$ cat src/rtl/ec_serial_harness.sv
// Serial command/result harness around an EC core: frame in, start pulse, wait done/timeout, frame out.
// Optional even-parity check on the command frame is enabled by defining HARNESS_PARITY_EN.
module ec_serial_harness #(
  parameter int IN_WIDTH  = 242,
  parameter int OUT_WIDTH = 479,
  parameter int TMO_W     = 24
) (
  input  logic                 clk,
  input  logic                 rst_n,
  input  logic                 test_i,
  output logic                 test_o,
  output logic                 busy,
  output logic                 dut_start,
  output logic [IN_WIDTH-1:0]  dut_din,
  input  logic                 dut_done,
  input  logic [OUT_WIDTH-1:0] dut_dout
);

  localparam int TX_BITS  = OUT_WIDTH + 2;
  localparam int MAX_BITS = (IN_WIDTH > TX_BITS) ? IN_WIDTH : TX_BITS;
  localparam int CW       = $clog2(MAX_BITS + 1);
`ifdef HARNESS_PARITY_EN
  localparam int RX_BITS  = IN_WIDTH + 1;
`else
  localparam int RX_BITS  = IN_WIDTH;
`endif
  // Last WAIT count before the terminal value 2^TMO_W-1 is reached.
  localparam logic [TMO_W-1:0] TMO_LAST = ~TMO_W'(1);

  typedef enum logic [2:0] {IDLE, RECV, START, WAIT, SEND} state_t;

  state_t               state, state_next;
  logic [CW-1:0]        bit_cnt;
  logic [TMO_W-1:0]     tmo_cnt;
  logic [IN_WIDTH-1:0]  din_q, din_shift;
  logic [OUT_WIDTH-1:0] cap_q;
  logic                 tmo_q;
  logic                 rx_last, rx_bad;

  assign rx_last   = (bit_cnt == CW'(RX_BITS - 1));
  assign dut_din   = din_q;
  assign dut_start = (state == START);
  assign busy      = (state != IDLE);

`ifdef HARNESS_PARITY_EN
  // On the parity cycle din_q holds all data bits; even parity means zero overall XOR.
  assign rx_bad = ^{din_q, test_i};
`else
  assign rx_bad = 1'b0;
`endif

  always_comb begin
    din_shift = din_q >> 1;
    din_shift[IN_WIDTH-1] = test_i;
  end

  // NOTE: every variable written here gets a default first so no latch is inferred.
  always_comb begin
    state_next = state;
    unique case (state)
      IDLE:    if (test_i) state_next = RECV;
      RECV:    if (rx_last) state_next = rx_bad ? SEND : START;
      START:   state_next = WAIT;
      WAIT:    if (dut_done || tmo_cnt == TMO_LAST) state_next = SEND;
      SEND:    if (bit_cnt == CW'(TX_BITS)) state_next = IDLE;
      default: state_next = IDLE;
    endcase
  end

  // NOTE: sequential state uses non-blocking assignments so all registers update together.
  always_ff @(posedge clk or negedge rst_n) begin
    if (!rst_n) state <= IDLE;
    else        state <= state_next;
  end

  always_ff @(posedge clk or negedge rst_n) begin
    if (!rst_n) begin
      bit_cnt <= '0;
      tmo_cnt <= '0;
      din_q   <= '0;
      cap_q   <= '0;
      tmo_q   <= 1'b0;
      test_o  <= 1'b0;
    end else begin
      if (state_next != state)
        bit_cnt <= '0;
      else if (state == RECV || state == SEND)
        bit_cnt <= bit_cnt + CW'(1);

      unique case (state)
        RECV: begin
          if (bit_cnt < CW'(IN_WIDTH)) din_q <= din_shift;
          if (rx_last && rx_bad) begin
            cap_q <= '0;
            tmo_q <= 1'b1;
          end
        end
        START: tmo_cnt <= '0;
        WAIT: begin
          tmo_cnt <= tmo_cnt + TMO_W'(1);
          if (state_next == SEND) begin
            cap_q <= dut_dout;
            tmo_q <= !dut_done;  // done wins over a coincident terminal count
          end
        end
        SEND: begin
          // Frame order: start bit, status bit, then the captured result LSB first.
          if (bit_cnt == '0) begin
            test_o <= 1'b1;
          end else if (bit_cnt == CW'(1)) begin
            test_o <= tmo_q;
          end else if (bit_cnt < CW'(TX_BITS)) begin
            test_o <= cap_q[0];
            cap_q  <= cap_q >> 1;
          end else begin
            test_o <= 1'b0;
          end
        end
        default: ;
      endcase
    end
  end

endmodule

$ cat config.mk
export PLATFORM = sky130hd
export DESIGN_NAME = ec_serial_harness
export DESIGN_NICKNAME = d
export VERILOG_FILES = /design/src/rtl/ec_serial_harness.sv
export SDC_FILE = /design/constraint.sdc
export NUM_CORES = 2
export LEC_CHECK = 0
export ABC_AREA = 1
export CORE_MARGIN = 2
export CORE_UTILIZATION = 35
export CTS_CLUSTER_SIZE = 25
export DETAILED_ROUTE_END_ITERATION = 6
export GPL_TIMING_DRIVEN = 0
export PLACE_DENSITY_LB_ADDON = 0.3
export SYNTH_ARGS = -nofsm -noshare
export SYNTH_HDL_FRONTEND = slang
export SYNTH_SLANG_ARGS = --single-unit
$ cat constraint.sdc
create_clock -name clk -period 2.2 [get_ports clk]
set_clock_uncertainty 0.1 [all_clocks]
set_input_delay 0.44 -clock clk [delete_from_list [all_inputs] [get_ports clk]]
set_output_delay 0.44 -clock clk [all_outputs]
set_load 0.02 [all_outputs]
==> out/qor.csv <==
metric,value,unit
synth-seq-area-share,0.501,
grt_overflow_total,0,
drive_above_1_share,0.286,
p_sw,15000,uW
antenna_found_initial,39,
period_share,1.05,
finalSetupViolCount,311,
hpwl,85900,microns
tightest_slew,0.626,ns
synth.largest_area_cell,dfrtp_1,
place_area,47200,sq um
synth_common_cells,"759 x dfrtp_1, 663 x nand2_1, 636 x inv_1, 400 x o211ai_2, 400 x o21ai_2",
crit_chain,inv_2 -> ha_4 -> inv_2 -> nor2_4 -> nand2_1 -> nor2_1 -> nand2_1 -> nand2_2 -> nand2_4 -> nand2_8 -> buf_16 -> buf_12 -> buf_16 -> buf_12 -> buf_16 -> o211ai_2 -> o21ai_2,
r2r_cells,17,
final.setup.worst_slack,-0.110,ns
wl_per_cell,20.0,microns
numPortBuffers,727,
die-height,333,microns
num-nets-final,5265,
ios,728,
synth_top_area_share,0.501,
die_w,333,microns
core_area,107000,sq um
multi_input_area,15000,sq um
netlist_area,37900,sq um
grt_pass1_vias,30628,
die-area,111000,sq um
via_count,30820,
grt_max_degree,108,
yosysWarnings,0,
grt_pass1_wl,188000,microns
netlist_top_cells_area,"dfrtp_1 50%, o211ai_2 13%, o21ai_2 9.2%",
total_power,45400,uW
hold_class,input port to async pin,
ys_types,37,
crit_slowest_cell,dfrtp_1,
ys_ff_latch,759,
ant_nets,0,
clkSinkCount,759,
end_kind,flip-flop,
yosys.cell_count.top_type,dfrtp_1,
start_util,0.354,
dr.first_iter.drc_count,1732,
start_kind,flip-flop,
cts_inserted_buffers,90,
cts_buffer_depth,3,
synth-main-ff-cell,dfrtp_1,
cts_tree,yes,
cp_max_fo,6,
fin_crit,2.31,ns
vdd_ir_drop_max,0.606,mV
sw_frac_of_total,0.331,
rsz0062_at_grt,yes,
power_per_cell_area,828,nW/um^2
synth_cells,3806,
syn_nets,4294,
final-seq-area,19000,sq um
area_growth,44.7,%
worstSetupPathType,flip-flop to flip-flop,
violations,"negative hold slack, negative setup slack",
fill_cells,9366,
clk_latency,0.65,ns
synth_edf_count,0,
internal-power,30400,uW
relSlewSlack,0.579,
h-tree-depth,3,
core.rowCount,120,
vias_per_cell,4.91,
max_freq,0.433,GHz
wirelength,126000,microns
p_clk_frac,0.327,
drt_pass1_iterations,5,
hold_violations,89,
clkTransAtPathRegs,0.06,ns
drv_cap,0,
critPathArrivalTime,2.79,ns
comb_power_share,0.276,
status,finished with violations,
syn_avg_cell_area,9.97,sq um
track_usage,0.217,
gp_congestion,0.863,
maxSlewViolCount,0,
root_buffer,clkbuf_16,
p_seq_frac,0.396,
cp.required,2.68,ns
ys_async_sr_fraction,1.00,
slowest_delay,0.39,ns
route.detailed.drc,0,
cpMostUsedCell,buf_16,
finalInstanceArea,54900,sq um
leakage,0.0240,uW
holdWs,-0.390,ns
## power by group through the flow
stage	Combinational, uW	Sequential, uW	Clock (uW)
2_1_floorplan	2380	20700	0
3_3_place_gp	12500	18300	0
3_5_place_dp	12700	18200	0
4_1_cts	12900	18000	15200
5_1_grt	13200	18300	15700
6_report	12600	18000	14900
## per-layer routing
metal,vias to the layer above,GRT usage,share of wire
met4,30,0.0791,0.034
met3,239,0.0535,0.057
met5,-,0,0.0016
met1,15200,0.288,0.43
met2,771,0.344,0.48
li1,14580,-,-
## worst paths after layout
kind / from / end / slack [ns]
min in group clk: dut_dout[267] / cap_q[267] / 0.33
max reg2reg: tmo_cnt[0] / cap_q[354] / -0.11
max: tmo_cnt[0] / cap_q[354] / -0.11
min: rst_n / dut_din[103] / -0.39
min reg2reg: test_o / test_o / 0.38
max in group asynchronous: rst_n / cap_q[187] / 0.44
## sequential cells by signal (all words and copies together), names as in the netlist
signal,cells
cap_q,479
dut_din,242
tmo_cnt,24
bit_cnt,9
state,3
test_o,1
tmo_q,1
## cell type report
cell class	instances	area share
well taps	1403	0.0320
flip-flops and latches	759	0.346
clock inverters	16	0.00426
diodes	32	0.00146
inverters	643	0.0440
multi-input cells	2138	0.273
repair buffers	901	0.206
plain buffers	244	0.0444
clock buffers	139	0.0483
## placed cells by master (no fill, tap or decap), types with 59 or more instances in the layout
master | synthesis | layout
a21oi_1 | 134 | 133
buf_12 | 44 | 110
buf_2 | 71 | 59
clkbuf_16 | 0 | 125
clkbuf_2 | 0 | 64
clkdlybuf4s50_1 | 0 | 484
dfrtp_1 | 759 | 754
dlymetal6s2s_1 | 0 | 236
inv_1 | 636 | 630
nand2_1 | 663 | 660
nor2_1 | 163 | 157
o211ai_1 | 78 | 78
o211ai_2 | 400 | 367
o21ai_0 | 156 | 139
o21ai_1 | 63 | 78
o21ai_2 | 400 | 397
## cell families after synthesis
| kind of cell | after synthesis | synth area share |
|---|---|---|
| compound gates | 1240 | 0.288 |
| xor+xnor | 9 | 0.00208 |
| fa+ha+maj | 5 | 0.00165 |
| buf+inv | 909 | 0.116 |
| flops | 759 | 0.501 |
| mux | 1 | 0.000297 |
| simple gates | 883 | 0.0906 |
## worst max-delay path: cells and delay by family, from the launching register on
family | cells | cell delay (ns)
AOI/OAI and AO/OA | 2 | 0.16
and+or+nand+nor | 7 | 0.67
buffers and inverters | 7 | 0.78
DFF | 1 | 0.39
adders and majority gates | 1 | 0.13
## metrics by stage
stage               hold WS [ns]  instances  worst slack (ns)  utilization  TNS [ns]
finish                    -0.390       6275            -0.110        0.512    -16.50
global route              -0.376       6265            -0.219        0.512    -59.32
CTS                       -0.320       6235            -0.213        0.499    -75.42
detailed placement         0.374       5944            -0.792        0.440   -468.19
global placement           0.373       5936            -35.70        0.438         -
floorplan                 0.0444       3806             0.255            -         0
## what timing repair did
| action | 4_1_cts | 5_1_grt |
|---|---|---|
| buffers inserted | 83 | 28 |
| endpoints found under the setup margin | 956 | 1003 |
| resized for setup | 318 | 483 |
| pin swaps | 12 | 10 |
| cloned | 57 | 33 |
| hold endpoints to repair | 89 | 89 |
No activity file was read; power rests on OpenSTA's default activity.
